**src/rtl/givens_row_sequencer.sv**
```systemverilog
`default_nettype none
// ============================================================================
// Module   : givens_row_sequencer
// Brief    : Streams one matrix row pair-by-pair through an external CORDIC,
//            vectoring the pivot pair and rotating the rest by its angle.
//            Optional quadrant fix via macro GIVENS_QUAD_FIX_EN.
// Revision : 1.0
// ============================================================================
module givens_row_sequencer #(
    parameter int N_ELEMS = 4,
    parameter int TIMEOUT = 8
) (
    input  logic        clk,
    input  logic        rst_n,
    input  logic        in_valid,
    output logic        in_ready,
    input  logic [31:0] in_a,
    input  logic [31:0] in_b,
    output logic        out_valid,
    input  logic        out_ready,
    output logic [31:0] out_a,
    output logic [31:0] out_b,
    output logic        out_last,
    output logic [31:0] angle,
    output logic        busy,
    output logic        err,
    input  logic        err_clr,
    output logic        cdc_enable,
    output logic        cdc_select,
    output logic [31:0] cdc_x,
    output logic [31:0] cdc_y,
    output logic [31:0] cdc_z,
    input  logic [31:0] cdc_x_out,
    input  logic [31:0] cdc_y_out,
    input  logic [31:0] cdc_z_out,
    input  logic        cdc_done
);

    localparam int c_cnt_w = (N_ELEMS > 1) ? $clog2(N_ELEMS) : 1;
    localparam int c_tmo_w = $clog2(TIMEOUT + 1);
    localparam logic [c_cnt_w-1:0] c_cnt_last = c_cnt_w'(N_ELEMS - 1);
    localparam logic [c_tmo_w-1:0] c_tmo_last = c_tmo_w'(TIMEOUT - 1);

    localparam logic [2:0] c_idle  = 3'd0;
    localparam logic [2:0] c_issue = 3'd1;
    localparam logic [2:0] c_wait  = 3'd2;
    localparam logic [2:0] c_emit  = 3'd3;
    localparam logic [2:0] c_error = 3'd4;

    logic [2:0]         r_state;
    logic [c_cnt_w-1:0] r_cnt;
    logic [c_tmo_w-1:0] r_tmo;
    logic               r_run;
    logic [31:0]        r_out_a;
    logic [31:0]        r_out_b;
    logic [31:0]        r_angle;
    logic [31:0]        r_cdc_x;
    logic [31:0]        r_cdc_y;
    logic [31:0]        r_cdc_z;
    logic               r_cdc_sel;
    logic               r_last;
    logic               r_err;

    logic [31:0]        w_a;
    logic [31:0]        w_b;
    logic               w_pivot;
    logic               w_row_end;
    logic               w_in_hs;
    logic               w_out_hs;

    assign w_pivot   = (r_cnt == '0);
    assign w_row_end = (r_cnt == c_cnt_last);

    // r_run keeps in_ready low until the first edge after reset release
    assign in_ready  = r_run && (r_state == c_idle);
    assign w_in_hs   = in_valid && in_ready;
    assign out_valid = (r_state == c_emit);
    assign w_out_hs  = out_valid && out_ready;

    assign out_a      = r_out_a;
    assign out_b      = r_out_b;
    assign out_last   = r_last;
    assign angle      = r_angle;
    assign err        = r_err;
    assign busy       = !((r_state == c_idle) && w_pivot);
    assign cdc_enable = (r_state == c_issue);
    assign cdc_select = r_cdc_sel;
    assign cdc_x      = r_cdc_x;
    assign cdc_y      = r_cdc_y;
    assign cdc_z      = r_cdc_z;

`ifdef GIVENS_QUAD_FIX_EN
    logic r_flip;
    logic w_flip;

    // A negative pivot is mirrored into the right half-plane; the whole row follows
    assign w_flip = w_pivot ? in_a[31] : r_flip;
    assign w_a    = w_flip ? -in_a : in_a;
    assign w_b    = w_flip ? -in_b : in_b;

    always_ff @(posedge clk or negedge rst_n) begin
        if (!rst_n) begin
            r_flip <= 1'b0;
        end else if (w_in_hs) begin
            r_flip <= w_flip;
        end else if ((w_out_hs && w_row_end) || ((r_state == c_error) && err_clr)) begin
            r_flip <= 1'b0;
        end
    end
`else
    assign w_a = in_a;
    assign w_b = in_b;
`endif

    always_ff @(posedge clk or negedge rst_n) begin
        if (!rst_n) begin
            r_state   <= c_idle;
            r_cnt     <= '0;
            r_tmo     <= '0;
            r_run     <= 1'b0;
            r_out_a   <= '0;
            r_out_b   <= '0;
            r_angle   <= '0;
            r_cdc_x   <= '0;
            r_cdc_y   <= '0;
            r_cdc_z   <= '0;
            r_cdc_sel <= 1'b0;
            r_last    <= 1'b0;
            r_err     <= 1'b0;
        end else begin
            r_run <= 1'b1;
            case (r_state)
                c_idle: begin
                    if (w_in_hs) begin
                        r_cdc_x   <= w_a;
                        r_cdc_y   <= w_b;
                        r_cdc_sel <= w_pivot;
                        r_cdc_z   <= w_pivot ? 32'd0 : -r_angle;
                        r_state   <= c_issue;
                    end
                end
                c_issue: begin
                    r_tmo   <= '0;
                    r_state <= c_wait;
                end
                c_wait: begin
                    // done takes priority over a timeout expiring on the same cycle
                    if (cdc_done) begin
                        r_out_a <= cdc_x_out;
                        r_out_b <= w_pivot ? 32'd0 : cdc_y_out;
                        if (w_pivot) begin
                            r_angle <= cdc_z_out;
                        end
                        r_last  <= w_row_end;
                        r_state <= c_emit;
                    end else if (r_tmo == c_tmo_last) begin
                        r_err   <= 1'b1;
                        r_state <= c_error;
                    end else begin
                        r_tmo <= r_tmo + 1'b1;
                    end
                end
                c_emit: begin
                    if (out_ready) begin
                        r_cnt   <= w_row_end ? '0 : r_cnt + 1'b1;
                        r_state <= c_idle;
                    end
                end
                c_error: begin
                    if (err_clr) begin
                        r_err   <= 1'b0;
                        r_cnt   <= '0;
                        r_state <= c_idle;
                    end
                end
                default: r_state <= c_idle;
            endcase
        end
    end

endmodule
`default_nettype wire

```
**config.mk**
```make
export PLATFORM = sky130hd
export DESIGN_NAME = givens_row_sequencer
export DESIGN_NICKNAME = d
export VERILOG_FILES = /design/src/rtl/givens_row_sequencer.sv
export SDC_FILE = /design/constraint.sdc
export NUM_CORES = 1
export LEC_CHECK = 0
export BUFFER_PORTS_ARGS = -buffer_cell sky130_fd_sc_hd__buf_2
export CORE_ASPECT_RATIO = 1.25
export CORE_MARGIN = 2
export CORE_UTILIZATION = 45
export DETAILED_ROUTE_END_ITERATION = 8
export HOLD_SLACK_MARGIN = 0.02
export PLACE_DENSITY = 0.76
export RECOVER_POWER = 100
export SYNTH_ARGS = -nofsm -noshare
export SYNTH_HDL_FRONTEND = slang
export SYNTH_SLANG_ARGS = --single-unit
```
**constraint.sdc**
```tcl
create_clock -name clk -period 4.17 [get_ports clk]
set_input_delay 0.417 -clock clk [delete_from_list [all_inputs] [get_ports clk]]
set_output_delay 0.417 -clock clk [all_outputs]
set_load 0.01 [all_outputs]
```
==> metrics.sh, run 1 <==
STATUS='finished with violations'
VIOLATIONS_IN_THE_FINAL_REPORTS='capacitance limit, slew limit'
PLACE.GP.CONGESTION=0.851
PORTBUFFERS=364
HOLDBUFCOUNTCTS=0
SKEW_PAIR_LATE_INSERTION_DELAY_NS=0.49
HIGHEST_LAYER='met4'
REPORT.FINAL.SETUP_VIOL=0
TIMING.CRITICAL_PATH.FROM_TYPE='flop'
DRT_PASS1_ITERATIONS=5
SYNTH_FF_TYPE='sky130_fd_sc_hd__dfrtp_1'
GRT_REMAINING_OVERFLOW=0
IO_COUNT=365
CORE_SQ_UM=18800
POST-SYNTH-TOP-AREA-FRACTION=0.595
FP.DIEAREA_SQ_UM=20300
SYNTH-ASYNC-RESET-RATIO=1.00
R2R-END='out_b[27]'
SKEW_NS=0.0102
INITIALDRTVIOLATIONCOUNT=395
POSTLAYOUTSETUPSLACKWORST_NS=1.02
GLOBAL_ROUTE_WIRE_LENGTH_BEFORE_REPAIR_MM=38.3
ROUTED_VIA_DENSITY=5.16
HP-CLASS='in -> reg'
TRITONCTS='built'
FLOORPLAN.ROWS=56
TIMING_HOLD_VIOLATIONS_FINAL=0
CRITPATHSLOWESTCELL='sky130_fd_sc_hd__nand3_1'
FLOORPLAN.DIE.WIDTH_UM=128
WIRELENGTH_MET1_MM=9.49
HOLD_WS_NS=0.120
POST_SYNTH_MOST_FREQUENT_CELLS='357 x sky130_fd_sc_hd__nand2_1, 205 x sky130_fd_sc_hd__dfrtp_1, 43 x sky130_fd_sc_hd__clkbuf_1, 43 x sky130_fd_sc_hd__o21ai_0, 33 x sky130_fd_sc_hd__nand2b_1'
YS_FF_LATCH=205
POST_SYNTHESIS_CELL_TYPE_WITH_THE_LARGEST_COMBINED_AREA='sky130_fd_sc_hd__dfrtp_1'
ROUTED_WIRELENGTH_MM=24.4
SYNTH_EDF_COUNT=0
POST_SYNTH_MAIN_AREA_CONTRIBUTORS='sky130_fd_sc_hd__dfrtp_1 60%, sky130_fd_sc_hd__nand2_1 16%, sky130_fd_sc_hd__mux2_2 4.2%'
SYNTHESIS.AREA_SQ_UM=8620
SYNTHCELLS=883
R2R_CELLS=5
SYNTHESIS.AREA_PER_INSTANCE_SQ_UM=9.76
TIGHTESTPINTRANSITION_NS=2.66
SYNTH.NET_COUNT=1053
GRT_UTIL_ALL_LAYERS=0.233
SEQUENTIAL_AREA_SHARE_AFTER_SYNTHESIS=0.595
DRV_SLEW=181
REQUIRED_TIME_WORST_ENDPOINT_NS=4.47
GRT_ANTENNA_BEFORE_REPAIR=1
CRITICAL_PATH_ARRIVAL_NS=3.45
TNS_NS=0
POST_ROUTE_CELLS_DRIVE_ABOVE_1_SHARE=0.197
AREA_DELTA_SYNTH_FINAL_PCT=28.4
HOLD_PATH.STARTPOINT='cdc_x_out[29]'
REG2REG_SLACK_NS=1.02
CP-END-KIND='flop'
PLACEMENT.SETUP.WORST_SLACK_NS=1.40
AMOUNT_OF_WIRE_ON_MET2_AFTER_DETAILED_ROUTING_MM=12.3
POWER.DENSITY_CELL_AREA_nW_PER_UM2=763
GRT_MAX_DEGREE=107
WORST_HOLD_PATH.ENDPOINT='out_a[29]'
HOLD_DEPTH=3
POST_CTS.RESIZED_INSTANCES=0
DETAIL-ROUTE-ANTENNA-NETS=0
CTS_BUFFER_DEPTH=3
CRITICALPATHCATEGORY='reg -> reg'
FINAL.PERIOD_UTILIZATION=0.755
CLOCK_PIN_SLEW_OF_THE_REGISTERS_ON_THE_WORST_CASE_SETUP_AND_HOLD_PATHS_NS=0.06
POST-ROUTE-UTIL=0.589
CRIT-REG2REG-LAUNCH='r_state[1]'
CLOCKROOTBUFFER='sky130_fd_sc_hd__clkbuf_16'
POWER.LEAKAGE_nW=5.37
CP_CELL_SEQUENCE='nor2b_1 -> nand3_1 -> clkbuf_2 -> nand2_1 -> o21ai_0'
RELSLEWSLACK=-0.775
NUM_VIAS=7612
YOSYS.CELL_TYPES.COUNT=41
WORST_PATH_MAX_FANOUT=66
INITIAL_UTIL=0.459
CTS_SETUP_BUFFERS=0
TIMING.FMAX_MHz=318
DETAIL_ROUTE.WL_PER_CELL_UM=16.5
LAYOUT_MIN_CYCLE_TIME_NS=3.15
CP-STARTPOINT='r_state[1]'
VDD.IR_DROP.WORST_mV=0.380
DIE_HEIGHT_UM=159
RSZ0062_AT_GRT='false'
TRITONCTS.NUM_BUFFERS=21
POWER_mW=8.45
MOST_INSTANTIATED_LIBRARY_CELL_AFTER_SYNTHESIS='sky130_fd_sc_hd__nand2_1'
CAP_VIOLATIONS=3
NUMBER_OF_GLOBAL_ROUTE_VIAS_BEFORE_REPAIR=7558
DETAILROUTE.WIRELENGTH.MET3_MM=1.51
DP_WIRELENGTH_MM=17.3
LAYOUT.NETS=1400
CTS-HTREE-LEVELS=1
CTS_NUM_SINKS=205
YS_WARN_COUNT=0
POST-ROUTE-DRC-COUNT=0
CRITPATHMAXSTAGEDELAY_NS=0.90
==> per-stage QoR <==
stage,area [sq um],cells
final,11100,1476
after global routing,11100,1476
after CTS,11300,1475
after detailed placement,10700,1439
after global placement,10700,1439
after floorplan,8620,883
==> critical path, delay by kind of cell (launching register included) <==
kind,cells,cell delay (ns)
buffers and inverters,1,0.86
and+or+nand+nor,3,1.42
DFF,1,0.54
AOI/OAI and AO/OA,1,0.13
==> layer usage <==
metal	global-route usage	vias up
li1	-	3634
met1	0.276	3597
met2	0.406	308
met3	0.0394	73
met4	0.110	0
met5	0	-
==> flip-flops by register name, indices dropped and copies added (netlist names) <==
| name | cells |
|---|---|
| cdc_x | 32 |
| cdc_select | 1 |
| out_b | 32 |
| out_a | 32 |
| r_cnt | 2 |
| r_run | 1 |
| err | 1 |
| out_last | 1 |
| cdc_y | 32 |
| angle | 32 |
| r_state | 3 |
| r_tmo | 4 |
| cdc_z | 32 |
==> layout make-up <==
type | count | area [sq um]
fillers | 1697 | 7710
flip-flops and latches | 205 | 5130
multi-input cells | 620 | 3290
repair buffers | 375 | 1650
clock buffers | 32 | 607
well taps | 232 | 290
clock inverters | 4 | 70.1
inverters | 7 | 26.3
diodes | 1 | 2.50
==> how the worst max path moves through the flow <==
stage	end	depth (start not counted)
floorplan	cdc_z[31]	5
global placement	cdc_z[27]	4
detailed placement	cdc_z[25]	4
CTS	cdc_z[25]	4
global route	out_b[27]	5
finish	out_b[27]	5
==> logic make-up (layout without fill, tap and decap cells) <==
logic type,count (synthesis),in the layout,synth area share
simple gates,473,473,0.241
flops,205,205,0.595
compound gates,98,98,0.0783
buf+inv,58,418,0.0254
mux,32,32,0.0418
xor+xnor,12,12,0.0122
fa+ha+maj,4,4,0.00581
other cells,1,2,0.000435
==> layout by cell type (no fill, tap or decap), types with 3 or more instances in the layout <==
master                      synthesis  routed
sky130_fd_sc_hd__o31ai_1           14      14
sky130_fd_sc_hd__ha_1               4       4
sky130_fd_sc_hd__o41ai_1            4       4
sky130_fd_sc_hd__inv_1              7       7
sky130_fd_sc_hd__nand3b_1           4       4
sky130_fd_sc_hd__or3_1             11      11
sky130_fd_sc_hd__nand2_1          357     357
sky130_fd_sc_hd__xnor2_1            6       6
sky130_fd_sc_hd__nor2_1            10       9
sky130_fd_sc_hd__nand4_1            4       4
sky130_fd_sc_hd__clkbuf_1          43     208
sky130_fd_sc_hd__o211ai_1           3       3
sky130_fd_sc_hd__nor3b_1            4       4
sky130_fd_sc_hd__dfrtp_1          205     205
sky130_fd_sc_hd__a22o_1            10      10
sky130_fd_sc_hd__nand2b_1          33      33
sky130_fd_sc_hd__clkbuf_2           0       3
sky130_fd_sc_hd__a32o_1            14      14
sky130_fd_sc_hd__buf_2              1     165
sky130_fd_sc_hd__mux2_2            32      32
sky130_fd_sc_hd__clkbuf_16          0      21
sky130_fd_sc_hd__xor2_1             6       6
sky130_fd_sc_hd__buf_4              0       5
sky130_fd_sc_hd__o21ai_0           43      43
sky130_fd_sc_hd__nand3_1            7       6
sky130_fd_sc_hd__clkbuf_8           0       4
sky130_fd_sc_hd__nor4_1             7       7
sky130_fd_sc_hd__or4_1             14      14
sky130_fd_sc_hd__a21oi_1            3       3
sky130_fd_sc_hd__or2_2              4       4
sky130_fd_sc_hd__nor3_1             5       4
==> power breakdown <==
| part | internal, mW | switching [mW] | leakage, nW |
|---|---|---|---|
| Combinational | 1.17 | 1.88 | 2.45 |
| Sequential | 2.87 | 0.670 | 2.59 |
| Clock | 1.12 | 0.735 | 0.332 |
| Total | 5.16 | 3.29 | 5.37 |
Power figures use the tool's default switching activity.
==> run 2: changes to the inputs <==
--- a/config.mk
+++ b/config.mk
@@ -8,7 +8,7 @@
 export BUFFER_PORTS_ARGS = -buffer_cell sky130_fd_sc_hd__buf_2
 export CORE_ASPECT_RATIO = 1.25
 export CORE_MARGIN = 2
-export CORE_UTILIZATION = 45
+export CORE_UTILIZATION = 43
 export DETAILED_ROUTE_END_ITERATION = 8
 export HOLD_SLACK_MARGIN = 0.02
 export PLACE_DENSITY = 0.76
==> constraint.sdc (replaced) <==
create_clock -name clk -period 2.71 [get_ports clk]
set_input_delay 0.271 -clock clk [delete_from_list [all_inputs] [get_ports clk]]
set_output_delay 0.271 -clock clk [all_outputs]
set_load 0.01 [all_outputs]
==> run 2 against run 1 <==
Against the previous run: via count increased by 10%; the flow still finishes with violations (capacitance limit, slew limit); wire length rose by 14%; flip-flop and latch count unchanged; sequential power up 54%; non-clock buffer count rose by 162; cell count is 13% higher; sequential share of layout area fell by 6.1 points; largest cell class unchanged.
==> metrics.sh, run 2 (synthesized netlist as in run 1, its figures left out) <==
STATUS='finished with violations'
VIOLATIONS_IN_THE_FINAL_REPORTS='capacitance limit, slew limit'
MOST_FREQUENT_CELLS_IN_THE_LAYOUT='357 x sky130_fd_sc_hd__nand2_1, 209 x sky130_fd_sc_hd__clkbuf_1, 205 x sky130_fd_sc_hd__dfrtp_1'
CORE_SQ_UM=19500  # +4.1%
R2R-END='cdc_z[31]'
HOLD_DEPTH=3  # unchanged
LAYOUT.NETS=1562  # +12%
GLOBAL_ROUTE.USAGE.MET1=0.282  # +0.00597
CP-END-KIND='flop'
NUMBER_OF_GLOBAL_ROUTE_VIAS_BEFORE_REPAIR=8620  # +14%
AREA_DELTA_SYNTH_FINAL_PCT=47.8
NUM-FILL-CELLS=1542  # -9.1%
TIGHTESTPINTRANSITION_NS=1.98  # -0.686 ns
CAP_VIOLATIONS=1  # -2
DIE_HEIGHT_UM=162  # +2.2%
REQUIRED_TIME_WORST_ENDPOINT_NS=3.09  # -1.38 ns
FLOORPLAN.ROWS=57  # +1.8%
RELSLEWSLACK=-0.318  # +0.458
FLOORPLAN.DIE.WIDTH_UM=131  # +2.2%
VDD.IR_DROP.WORST_mV=0.647  # +70%
DRV_SLEW=86  # -52%
POST-ROUTE-DRC-COUNT=0  # unchanged
PLACEMENT.SETUP.WORST_SLACK_NS=0.294  # -1.11 ns
POST_CTS.RESIZED_INSTANCES=0  # unchanged
POSTLAYOUTSETUPSLACKWORST_NS=0.231  # -0.790 ns
POST_ROUTE_CELL_AREA_SQ_UM=12700  # +15%
TRITONCTS.NUM_BUFFERS=21  # unchanged
CTS-HTREE-LEVELS=1  # unchanged
INITIALDRTVIOLATIONCOUNT=388  # -1.8%
MET2_USAGE=0.457  # +0.0510
LAYOUT_MIN_CYCLE_TIME_NS=2.48  # -0.670 ns
CP_CELL_SEQUENCE='or4_1 -> or4_1 -> or4_1 -> a32o_1'
TRITONCTS='built'
GRT_USE_MET3=0.0468  # +0.00735
POST-ROUTE-UTIL=0.652  # +0.0623
TIMING.CRITICAL_PATH.FROM_TYPE='flop'
HOLDBUFCOUNTCTS=141  # +141
POWER.LEAKAGE_nW=6.08  # +13%
POWER_mW=13.6  # +61%
CRITPATHMOSTFREQUENTCELL='sky130_fd_sc_hd__or4_1'
GRT_UTIL_ALL_LAYERS=0.251  # +0.0181
HOLD_WS_NS=0.0357  # -0.0846 ns
CLOCKROOTBUFFER='sky130_fd_sc_hd__clkbuf_16'
RSZ0062_AT_GRT='false'
ANTENNADIODECOUNT=0  # -1
GRT_ANTENNA_BEFORE_REPAIR=0  # -1
DRT_PASS1_ITERATIONS=7  # +2
TNS_NS=0  # unchanged
PORTBUFFERS=364  # unchanged
STDCELL_COUNT=1672  # +13%
GLOBAL_ROUTE_WIRE_LENGTH_BEFORE_REPAIR_MM=42.5  # +11%
WORST_PATH_MAX_FANOUT=5  # -92%
CTS_NUM_SINKS=205  # unchanged
MULTI_INPUT_COMB_AREA_SQ_UM=3290  # +0.19%
DETAIL_ROUTE.WL_PER_CELL_UM=16.6  # +0.76%
DETAIL-ROUTE-ANTENNA-NETS=0  # unchanged
CRITICALPATHCATEGORY='reg -> reg'
PLACE.GP.CONGESTION=0.847  # -0.49%
CRITPATHMAXSTAGEDELAY_NS=0.63  # -0.27 ns
CRITPATHSLOWESTCELL='sky130_fd_sc_hd__or4_1'
CRIT-REG2REG-LAUNCH='angle[26]'
HP-CLASS='in -> reg'
SKEW_NS=0.0145  # +0.00435 ns
CTS_SETUP_BUFFERS=0  # unchanged
POST_ROUTE_CELLS_DRIVE_ABOVE_1_SHARE=0.190  # -0.00734
CRITICAL_PATH_ARRIVAL_NS=2.86  # -0.59 ns
WORST_HOLD_PATH.ENDPOINT='out_b[14]'
SKEW_PAIR_LATE_INSERTION_DELAY_NS=0.50  # about the same
PLACEDCELLCOUNT=1493  # +3.8%
R2R_CELLS=4  # -1
REGAREA_SQ_UM=5130  # unchanged
ROUTED_VIA_DENSITY=5.02  # -2.6%
HOLD_PATH.STARTPOINT='cdc_y_out[14]'
CLOCK_PIN_SLEW_OF_THE_REGISTERS_ON_THE_WORST_CASE_SETUP_AND_HOLD_PATHS_NS=0.07  # about the same
FINAL.PERIOD_UTILIZATION=0.915  # +0.160
GRT_REMAINING_OVERFLOW=0  # unchanged
REG2REG_SLACK_NS=0.23  # -0.79 ns
BUSIEST_LAYER='met2'
TIMING.FMAX_MHz=403  # +27%
ROUTED_WIRELENGTH_MM=27.8  # +14%
INITIAL_UTIL=0.441  # -0.0179
NUM_VIAS=8397  # +10%
CTS_BUFFER_DEPTH=3  # unchanged
FP.DIEAREA_SQ_UM=21200  # +4.5%
POWER.DENSITY_CELL_AREA_nW_PER_UM2=1070  # +40%
REPORT.FINAL.SETUP_VIOL=0  # unchanged
IO_COUNT=365  # unchanged
DP_WIRELENGTH_MM=17.5  # +0.87%
GRT_MAX_DEGREE=87  # -19%
MOSTFREQUENTLAYOUTCELL='sky130_fd_sc_hd__nand2_1'
PLACE_AREA_SQ_UM=10900  # +2.1%
TIMING_HOLD_VIOLATIONS_FINAL=0  # unchanged
run 2: final cells by class:
class                           instances  share of cell area
Clock buffer                           31              0.0489
Inverter                                7             0.00206
Clock inverter                          7             0.00894
Tap cell                              265              0.0260
Timing Repair Buffer                  537               0.252
Sequential cell                       205               0.403
Multi-Input combinational cell        620               0.259
run 2: worst max-delay path: cells and delay by family (launching register included):
family | cells | cell delay (ns)
DFF | 1 | 0.42
AOI/OAI and AO/OA | 1 | 0.25
and+or+nand+nor | 3 | 1.70
run 2: worst max-delay path by stage:
stage,end,cells past startpoint,start,slack [ns]
floorplan,cdc_z[31],5,angle[18],0.26
global placement,cdc_z[31],4,angle[18],0.32
detailed placement,cdc_z[31],4,angle[16],0.29
CTS,cdc_z[31],4,angle[26],0.27
global route,out_b[26],3,rst_n,0.12
finish,cdc_z[31],4,angle[26],0.23
run 2: per-layer routing:
| layer | routed length [um] | vias to the layer above | part of all wire |
|---|---|---|---|
| met4 | 1110 | 0 | 0.040 |
| met3 | 1990 | 84 | 0.071 |
| li1 | - | 3959 | - |
| met5 | 0 | - | 0 |
| met1 | 10300 | 3997 | 0.37 |
| met2 | 14400 | 357 | 0.52 |
run 2: power breakdown:
part	leakage (nW)	switching [mW]	internal, mW
sequential	2.59	1.04	4.41
combinational	3.13	3.06	1.99
clock	0.365	1.19	1.88
total	6.08	5.28	8.28
